`config.mk`:
```
export PLATFORM = sky130hd
export DESIGN_NAME = vga_sync_sink
export DESIGN_NICKNAME = d
export VERILOG_FILES = /design/src/rtl/vga_sync_sink_pkg.sv /design/src/rtl/vga_sync_sink_timing_gen.sv /design/src/rtl/vga_sync_sink.sv
export SDC_FILE = /design/constraint.sdc
export NUM_CORES = 1
export LEC_CHECK = 0
export CORE_MARGIN = 1
export CORE_UTILIZATION = 54
export DETAILED_ROUTE_END_ITERATION = 10
export DONT_BUFFER_PORTS = 1
export PLACE_DENSITY = 0.69
export SLEW_MARGIN = 20
export SYNTH_ARGS = -nofsm -noshare
export SYNTH_HDL_FRONTEND = slang
export SYNTH_SLANG_ARGS = --single-unit
```
`constraint.sdc`:
```
create_clock -name clk -period 4.8 [get_ports clk]
set_clock_uncertainty 0.1 [all_clocks]
set_input_delay 0.96 -clock clk [delete_from_list [all_inputs] [get_ports clk]]
set_output_delay 0.96 -clock clk [all_outputs]
set_load 0.005 [all_outputs]
```
`src/rtl/vga_sync_sink_pkg.sv`:
```
// Shared types for the VGA sink: stream frame control, raster timing description,
// and the counter width used by the timing generator.
package vga_sync_sink_pkg;

    localparam int unsigned CNT_W = 16;

    typedef logic [CNT_W-1:0] cnt_t;

    // Frame control carried alongside every pixel beat.
    typedef struct packed {
        logic sof;  // first pixel of a frame
        logic eol;  // last pixel of a line
    } vga_fc_t;

    // Raster geometry: display, front porch, sync and back porch per axis.
    typedef struct packed {
        cnt_t h_display;
        cnt_t h_fp;
        cnt_t h_sync;
        cnt_t h_bp;
        cnt_t v_display;
        cnt_t v_fp;
        cnt_t v_sync;
        cnt_t v_bp;
    } vga_timing_t;

    localparam vga_timing_t VGA_TIMING_640X480 = '{
        h_display: 16'd640, h_fp: 16'd16, h_sync: 16'd96, h_bp: 16'd48,
        v_display: 16'd480, v_fp: 16'd10, v_sync: 16'd2,  v_bp: 16'd33
    };

    // Total clocks per line (or lines per frame) for one axis.
    function automatic cnt_t axis_total(input cnt_t disp, input cnt_t fp,
                                        input cnt_t sync, input cnt_t bp);
        return disp + fp + sync + bp;
    endfunction

endpackage

```
`src/rtl/vga_sync_sink_timing_gen.sv`:
```
// Free-running raster timing: horizontal/vertical counters, active-region flag
// and unregistered sync levels. Shared with test-pattern sources.
module vga_timing_gen
    import vga_sync_sink_pkg::*;
#(
    parameter vga_timing_t TIMING   = VGA_TIMING_640X480,
    parameter bit          SYNC_POL = 1'b0
) (
    input  logic clk,
    input  logic rst_n,
    output cnt_t hcnt,
    output cnt_t vcnt,
    output logic active,
    output logic hsync,
    output logic vsync,
    output logic frame_last
);

    localparam cnt_t H_LAST_C  = axis_total(TIMING.h_display, TIMING.h_fp,
                                            TIMING.h_sync, TIMING.h_bp) - 16'd1;
    localparam cnt_t V_LAST_C  = axis_total(TIMING.v_display, TIMING.v_fp,
                                            TIMING.v_sync, TIMING.v_bp) - 16'd1;
    localparam cnt_t HS_BEG_C  = TIMING.h_display + TIMING.h_fp;
    localparam cnt_t HS_END_C  = TIMING.h_display + TIMING.h_fp + TIMING.h_sync;
    localparam cnt_t VS_BEG_C  = TIMING.v_display + TIMING.v_fp;
    localparam cnt_t VS_END_C  = TIMING.v_display + TIMING.v_fp + TIMING.v_sync;

    cnt_t hcnt_r;
    cnt_t vcnt_r;

    // Raster counters: hcnt wraps each line, vcnt advances on that wrap.
    always_ff @(posedge clk or negedge rst_n) begin
        if (!rst_n) begin
            hcnt_r <= 16'd0;
            vcnt_r <= 16'd0;
        end else if (hcnt_r == H_LAST_C) begin
            hcnt_r <= 16'd0;
            if (vcnt_r == V_LAST_C) begin
                vcnt_r <= 16'd0;
            end else begin
                vcnt_r <= vcnt_r + 16'd1;
            end
        end else begin
            hcnt_r <= hcnt_r + 16'd1;
        end
    end

    // Decode active region, sync windows and the last raster position.
    always_comb begin
        active     = (hcnt_r < TIMING.h_display) && (vcnt_r < TIMING.v_display);
        frame_last = (hcnt_r == H_LAST_C) && (vcnt_r == V_LAST_C);
        if ((hcnt_r >= HS_BEG_C) && (hcnt_r < HS_END_C)) begin
            hsync = SYNC_POL;
        end else begin
            hsync = ~SYNC_POL;
        end
        if ((vcnt_r >= VS_BEG_C) && (vcnt_r < VS_END_C)) begin
            vsync = SYNC_POL;
        end else begin
            vsync = ~SYNC_POL;
        end
    end

    assign hcnt = hcnt_r;
    assign vcnt = vcnt_r;

endmodule

```
`src/rtl/vga_sync_sink.sv`:
```
// Terminal video-stream consumer: locks the incoming frame to a free-running
// raster on sof and drives registered VGA pins. Loss of lock (underflow or
// misaligned frame control) raises a one-cycle error and re-searches for sof.
module vga_sync_sink
    import vga_sync_sink_pkg::*;
#(
    parameter int unsigned RGB_SIZE  = 12,
    parameter int unsigned H_DISPLAY = 640,
    parameter int unsigned H_FP      = 16,
    parameter int unsigned H_SYNC    = 96,
    parameter int unsigned H_BP      = 48,
    parameter int unsigned V_DISPLAY = 480,
    parameter int unsigned V_FP      = 10,
    parameter int unsigned V_SYNC    = 2,
    parameter int unsigned V_BP      = 33,
    parameter bit          SYNC_POL  = 1'b0
) (
    input  logic                clk,
    input  logic                rst_n,
    input  logic                src_vld,
    output logic                src_rdy,
    input  vga_fc_t             src_fc,
    input  logic [RGB_SIZE-1:0] src_rgb,
    output logic                vga_hsync,
    output logic                vga_vsync,
    output logic [RGB_SIZE-1:0] vga_rgb,
    output logic                locked,
    output logic                err_pulse
);

    localparam vga_timing_t TIMING_C = '{
        h_display: cnt_t'(H_DISPLAY), h_fp: cnt_t'(H_FP),
        h_sync:    cnt_t'(H_SYNC),    h_bp: cnt_t'(H_BP),
        v_display: cnt_t'(V_DISPLAY), v_fp: cnt_t'(V_FP),
        v_sync:    cnt_t'(V_SYNC),    v_bp: cnt_t'(V_BP)
    };
    localparam cnt_t H_LAST_PIX_C = cnt_t'(H_DISPLAY - 1);

    typedef enum logic [1:0] {
        ST_SEARCH  = 2'd0,
        ST_WAIT    = 2'd1,
        ST_DISPLAY = 2'd2
    } state_t;

    state_t state_r;
    state_t state_nx_s;

    cnt_t hcnt_s;
    cnt_t vcnt_s;
    logic active_s;
    logic hsync_pre_s;
    logic vsync_pre_s;
    logic frame_last_s;

    logic misalign_s;
    logic take_s;
    logic err_s;

    logic                hsync_r;
    logic                vsync_r;
    logic [RGB_SIZE-1:0] rgb_r;
    logic                locked_r;
    logic                err_r;

    vga_timing_gen #(
        .TIMING   (TIMING_C),
        .SYNC_POL (SYNC_POL)
    ) u_timing (
        .clk        (clk),
        .rst_n      (rst_n),
        .hcnt       (hcnt_s),
        .vcnt       (vcnt_s),
        .active     (active_s),
        .hsync      (hsync_pre_s),
        .vsync      (vsync_pre_s),
        .frame_last (frame_last_s)
    );

    // Frame-control check for the beat at the head of the stream.
    always_comb begin
        misalign_s = (src_fc.sof && !((hcnt_s == 16'd0) && (vcnt_s == 16'd0)))
                   || (src_fc.eol != (hcnt_s == H_LAST_PIX_C));
    end

    // Lock FSM next state, ready and pixel-take/error decisions.
    // A misaligned beat is refused so it stays at the head; if it carries sof
    // it becomes the start of the next frame.
    always_comb begin
        state_nx_s = state_r;
        src_rdy    = 1'b0;
        take_s     = 1'b0;
        err_s      = 1'b0;
        case (state_r)
            ST_SEARCH: begin
                src_rdy = src_vld && !src_fc.sof;
                if (src_vld && src_fc.sof) begin
                    state_nx_s = ST_WAIT;
                end else begin
                    state_nx_s = ST_SEARCH;
                end
            end
            ST_WAIT: begin
                if (frame_last_s) begin
                    state_nx_s = ST_DISPLAY;
                end else begin
                    state_nx_s = ST_WAIT;
                end
            end
            ST_DISPLAY: begin
                if (active_s) begin
                    src_rdy = !misalign_s;
                    if (!src_vld || misalign_s) begin
                        err_s      = 1'b1;
                        state_nx_s = ST_SEARCH;
                    end else begin
                        take_s     = 1'b1;
                        state_nx_s = ST_DISPLAY;
                    end
                end else begin
                    state_nx_s = ST_DISPLAY;
                end
            end
            default: begin
                state_nx_s = ST_SEARCH;
            end
        endcase
    end

    // Lock FSM state register.
    always_ff @(posedge clk or negedge rst_n) begin
        if (!rst_n) begin
            state_r <= ST_SEARCH;
        end else begin
            state_r <= state_nx_s;
        end
    end

    // Output pins: pixel and syncs from the same raster position, one clock late.
    always_ff @(posedge clk or negedge rst_n) begin
        if (!rst_n) begin
            hsync_r  <= ~SYNC_POL;
            vsync_r  <= ~SYNC_POL;
            rgb_r    <= {RGB_SIZE{1'b0}};
            locked_r <= 1'b0;
            err_r    <= 1'b0;
        end else begin
            hsync_r  <= hsync_pre_s;
            vsync_r  <= vsync_pre_s;
            rgb_r    <= take_s ? src_rgb : {RGB_SIZE{1'b0}};
            locked_r <= (state_nx_s == ST_DISPLAY);
            err_r    <= err_s;
        end
    end

    assign vga_hsync = hsync_r;
    assign vga_vsync = vsync_r;
    assign vga_rgb   = rgb_r;
    assign locked    = locked_r;
    assign err_pulse = err_r;

endmodule

```
==> run_results.csv, run 1 <==
group,metric,value,unit
critical_path,setup.worst_path.class,"reg -> out",
sta,finalSetupTns,0,ns
logic_synthesis,yosysWarningCount,0,
drt,drcViolationCount,0,
floorplanning,core,0.00409,mm2
drt,final_antenna_net_count,0,
layout,layout-drive-gt1-share,8.48,%
clock_network,post_cts_resized,0,
critical_path,r2r_slack,1.87,ns
sta,period_share,79.7,%
sta,fmax,261,MHz
layout,final_cells,274,
sta,worst_slew_pin_slew,0.885,ns
drt,via_per_inst,6.16,
floorplanning,die_h,68.1,um
layout,nets,244,
clock_network,cts-root-buf,"clkbuf_8",
power,power,709,uW
logic_synthesis,syn_area,0.00236,mm2
clock_network,cts_tree,"built",
logic_synthesis,synth_nets,247,
sta,max-slew-margin-rel,40.4,%
critical_path,cp-start-kind,"flip-flop",
logic_synthesis,ys.flop_type,"dfrtp_1",
clock_network,cts_sinks,50,
placement,post-place-cells,266,
logic_synthesis,ys_seq_elements,50,
logic_synthesis,synthAdderAreaFrac,2.12,%
clock_network,numCtsBuffers,5,
power,power_density,285,mW/mm2
logic_synthesis,seq_area_frac_synth,53.1,%
critical_path,worstRegToRegCells,5,
critical_path,cp.required,3.74,ns
global_routing,antenna_found_initial,0,
logic_synthesis,synth.mux.area_fraction,0,%
layout,n_antenna_cell,0,
logic_synthesis,synthMostInstantiatedCell,"dfrtp_1",
logic_synthesis,yosysTopAreaCell,"dfrtp_1",
floorplanning,rows,23,
layout,postLayoutCoreUtil,60.8,%
critical_path,cp_top_family,"simple AND/OR/NAND/NOR gates",
critical_path,cp.arrival,2.77,ns
power,switching_share,18.3,%
critical_path,timing.critical_path.buf_inv,0,
drt,drt_first_pass_iters,4,
drt,wl_per_cell,15.8,um
global_routing,grt_usage,21.5,%
global_routing,grt_overflow_total,0,
clock_network,cts_setup_buffers,0,
sta,final_hold_viol_count,0,
clock_network,insertion_delay,0.29,ns
floorplanning,start_util,57.7,%
floorplanning,die_area,0.00464,mm2
critical_path,worstPathCellList,"nor4_1, nand4_1, or4_4, and3b_2, or2_2",
power,ir_drop,0.000165,V
drt,vias,1689,
logic_synthesis,avgSynthCellArea,10.4,um2
clock_network,cts_hold_buf,0,
clock_network,cts.clk_slew.worst_paths,0.08,ns
logic_synthesis,synth_top_family_by_area,"simple AND/OR/NAND/NOR gates",
critical_path,r2r-end,"u_timing.vcnt[15]",
power,seqPwrFrac,59.8,%
logic_synthesis,synthSimpleGateAreaFrac,27.5,%
clock_network,cts_buffer_depth,2,
logic_synthesis,synth-compound-area-share,4.61,%
critical_path,cp_slowest_stage_delay,0.78,ns
sta,final-max-slew-violation-count,0,
logic_synthesis,yosysUniqueCellTypes,39,
placement,io_buffer_count,0,
logic_synthesis,synthTopCellsByArea,"dfrtp_1 (51%), xor2_1 (5.2%), xnor2_1 (4.5%)",
power,p_switching,130,uW
floorplanning,die_x,68.1,um
logic_synthesis,synth_top_cells_by_count,"dfrtp_1 (48), nor2_1 (18), nand2_1 (17), and3_1 (16), xor2_1 (14)",
power,combinationalPowerShare,0.7,%
power,p_int,579,uW
sta,period_needed,3.83,ns
power,clkPwrFrac,39.5,%
logic_synthesis,synth-edff-count,0,
layout,syn2layout_area_growth,5.36,%
logic_synthesis,synthArstFlopShare,100,%
critical_path,reg2reg_from,"u_timing.hcnt[11]",
global_routing,grt_pass1_wl,7330,um
job,maxCapViolations,0,
logic_synthesis,syn_inst,226,
floorplanning,ios,34,
clock_network,cts_htree_levels,2,
logic_synthesis,synth_xor_area_share,9.65,%
placement,gp_congestion,0.861,
sta,rsz0062_at_grt,"no",
drt,wl,4330,um
drt,drtIter0Drc,83,
global_routing,grt_pass1_vias,1584,
critical_path,end_kind,"output pin",
power,leakagePower,1.20,nW
global_routing,grt_max_degree,51,
logic_synthesis,yosysTopAreaCellShare,50.9,%
critical_path,cp_max_fo,13,
min_path,min_path_type,"in -> async",
outcome,status,"finished, final reports clean",
placement,place_hpwl,3120,um
sta,setup_viol,0,
critical_path,cp_slowest_cell,"nor4_1",
[layout by cell type, fill, tap and decap left out, types with 2 or more instances in the layout]
cell type,n
nand4_1,12
a31oi_1,2
inv_1,7
and4_1,3
nor2_1,18
or4b_2,2
dfstp_2,2
nand2_1,17
nor4_1,4
xnor2_1,12
nand3_1,10
a21oi_1,2
xor2_1,14
ha_1,4
and3b_1,2
nand2b_1,5
nor3_1,5
clkinv_2,2
dfrtp_1,48
clkbuf_8,5
o21ai_0,11
nand4b_1,2
and3_1,16
and2_1,2
or4_4,2
[sequential cells by signal (all words and copies together), names as in the netlist]
signal / flops
u_timing.vcnt: 16
vga_vsync: 1
err_pulse: 1
vga_hsync: 1
vga_rgb: 12
locked: 1
u_timing.hcnt: 16
state_r: 2
[power by group through the flow]
stage / logic, mW / registers, mW / clock network (mW)
6_report: 0.00494 / 0.424 / 0.280
5_1_grt: 0.00555 / 0.424 / 0.310
4_1_cts: 0.00493 / 0.424 / 0.287
3_5_place_dp: 0.00491 / 0.432 / 0
3_3_place_gp: 0.00479 / 0.432 / 0
2_1_floorplan: 0.00516 / 0.432 / 0
[final cells by class]
cell class,instances,area (um2)
clock buffers,5,68.8
clock inverters,3,40.0
fillers,329,1600
inverters,7,26.3
multi-input cells,159,1030
flip-flops and latches,50,1250
well taps,50,62.6
[worst max-delay path by stage]
stage / startpoint / endpoint / slack, ns / cells after the start
2_1_floorplan: u_timing.vcnt[12] / src_rdy / 1.56 / 5
3_3_place_gp: u_timing.hcnt[11] / src_rdy / 1.40 / 5
3_5_place_dp: u_timing.hcnt[11] / src_rdy / 1.34 / 5
4_1_cts: u_timing.hcnt[11] / src_rdy / 1.0 / 5
5_1_grt: u_timing.hcnt[11] / src_rdy / 0.75 / 5
6_report: u_timing.hcnt[11] / src_rdy / 0.97 / 5
[layer usage]
metal	share of wire, %	global-route usage, %	up-vias
met2	45	32.8	68
met3	8.7	6.50	5
met1	45	28.7	832
met5	0	0	-
met4	1.2	7.55	0
li1	-	-	784
[through the flow]
step | cell area [um2] | setup slack, ns | hold slack (ns)
final | 2490 | 0.974 | 0.248
after global routing | 2490 | 0.754 | 0.220
after CTS | 2490 | 0.997 | 0.242
after detailed placement | 2380 | 1.34 | 0.381
after global placement | 2380 | 1.40 | 0.370
after floorplan | 2360 | 1.56 | 0.336
[worst register-to-register path, stage by stage, from the launching register on]
cell,delay (ns)
dfrtp_1,0.45
nor4_1,0.78
and4_1,0.70
nand4_1,0.38
nor3_1,0.27
xor2_1,0.17
[kinds of logic (layout without fill, tap and decap cells)]
logic type                 Yosys count  after routing
AOI/OAI and AO/OA                   18             18
adders and majority gates            4              4
xor gates and xnor gates            26             26
buffers and inverters               17             15
DFF                                 50             50
and+or+nand+nor                    111            111
Power figures use the tool's default switching activity.
==> run 2, diff against run 1 <==
PLACE_DENSITY = 0.72   (was 0.69)
clock period = 3.3 ns   (was 4.8 ns; I/O delays follow)
==> run_results.csv, run 2 (same netlist as run 1, synthesis figures left out) <==
group,metric,value,unit
critical_path,setup.worst_path.class,"reg -> out",
clock_network,cts_tree,"built",
clock_network,numCtsBuffers,5,
critical_path,cp.arrival,2.48,ns
power,ir_drop,0.000205,V
floorplanning,ios,34,
layout,n_antenna_cell,0,
clock_network,insertion_delay,0.31,ns
critical_path,cp_slowest_cell,"or4_4",
floorplanning,die_area,0.00464,mm2
sta,fmax,309,MHz
critical_path,end_kind,"output pin",
sta,worst_slew_pin_slew,0.628,ns
global_routing,grt_max_degree,49,
critical_path,worstPathCellList,"or4_4, or3_4, or4_4, and3b_2, or2_2",
drt,drcViolationCount,0,
clock_network,cts-root-buf,"clkbuf_8",
clock_network,cts.clk_slew.worst_paths,0.09,ns
sta,setup_viol,0,
drt,wl_per_cell,16.0,um
layout,design_area,0.00257,mm2
sta,final_hold_viol_count,0,
sta,max-slew-margin-rel,57.7,%
drt,via_per_inst,6.12,
critical_path,cp.required,2.54,ns
layout,layout-drive-gt1-share,11.3,%
placement,gp_congestion,0.814,
power,leakagePower,1.23,nW
drt,vias,1721,
layout,syn2layout_area_growth,9.12,%
drt,final_antenna_net_count,0,
critical_path,crit_path_frequent_cell,"or4_4",
floorplanning,core,0.00409,mm2
global_routing,antenna_found_initial,0,
job,maxCapViolations,0,
power,power_density,416,mW/mm2
floorplanning,start_util,57.7,%
outcome,status,"finished, final reports clean",
floorplanning,die_x,68.1,um
sta,worst_slack,0.0644,ns
layout,fill_cells,323,
clock_network,cts_buffer_depth,2,
floorplanning,die_h,68.1,um
critical_path,cp-start-kind,"flip-flop",
clock_network,cts_sinks,50,
global_routing,grt_usage,21.8,%
placement,place_area,0.00240,mm2
placement,place_hpwl,3110,um
drt,drtIter0Drc,118,
sta,period_share,98.0,%
min_path,min_path_type,"in -> async",
critical_path,cp_max_fo,4,
placement,io_buffer_count,0,
placement,dp_slack,0.320,ns
sta,period_needed,3.24,ns
global_routing,grt_pass1_wl,7410,um
global_routing,grt_pass1_vias,1632,
global_routing,grt_overflow_total,0,
sta,final-max-slew-violation-count,0,
sta,rsz0062_at_grt,"no",
drt,wl,4500,um
layout,final_common_cell,"dfrtp_1",
clock_network,cts_htree_levels,2,
layout,most-common-layout-cells,"dfrtp_1 (48), nor2_1 (18), nand2_1 (17)",
sta,finalSetupTns,0,ns
critical_path,cp_slowest_stage_delay,0.54,ns
layout,nets,251,
drt,drt_first_pass_iters,4,
floorplanning,rows,23,
-- run 2: where the power goes --
group / internal, mW / switching, mW / total [mW] / leakage, nW
Sequential: 0.614 / 0.00266 / 0.617 / 0.673
Combinational: 0.00871 / 0.0137 / 0.0225 / 0.507
Clock: 0.225 / 0.206 / 0.431 / 0.0504
Total: 0.848 / 0.222 / 1.07 / 1.23
-- run 2: repair_timing --
action	4_1_cts	5_1_grt
setup buffers	1	2
pin swaps	0	4
hold endpoints to repair	48	0
resized for setup	1	0
endpoints found under the setup margin	1	1
hold buffers	1	0
-- run 2: final cells by class --
type	instances	area [um2]	share of cell area (%)
multi-input combinational	159	1050	40.6
sequential	50	1250	48.7
timing repair buffer	7	72.6	2.82
clock buffer	5	68.8	2.67
clock inverter	3	45.0	1.75
inverter	7	26.3	1.02
tap	50	62.6	2.43
-- run 2: final timing paths --
check,startpoint,endpoint,slack [ns],depth (start not counted)
max,u_timing.vcnt[13],src_rdy,0.06,5
min,rst_n,vga_hsync,0.08,0
max reg2reg,u_timing.vcnt[13],vga_rgb[7],0.78,6
min reg2reg,state_r[1],state_r[0],0.41,1
max in group asynchronous,rst_n,u_timing.hcnt[4],2.81,1
min in group clk,src_vld,err_pulse,0.35,1
-- run 2: per-layer routing --
metal / GRT usage, % / vias to the layer above / wire (um)
met3: 6.00 / 5 / 284
li1: - / 808 / -
met5: 0 / - / 0
met2: 36.6 / 61 / 2140
met4: 8.07 / 0 / 66
met1: 26.5 / 847 / 2010
-- run 2: metrics by stage --
step / hold slack (ns) / utilization (%) / power, mW / instances
CTS: 0.0716 / 62.6 / 1.08 / 279
global route: 0.0615 / 63.0 / 1.11 / 281
detailed placement: 0.265 / 58.7 / 0.636 / 269
floorplan: 0.264 / - / 0.636 / 226
global placement: 0.265 / 58.7 / 0.636 / 269
finish: 0.0841 / 63.0 / 1.07 / 281
-- run 2: critical path, delay by kind of cell, from the launching register on --
kind             cells  cell delay (ns)
AND/OR/NAND/NOR      5             1.76
flip-flops           1             0.42
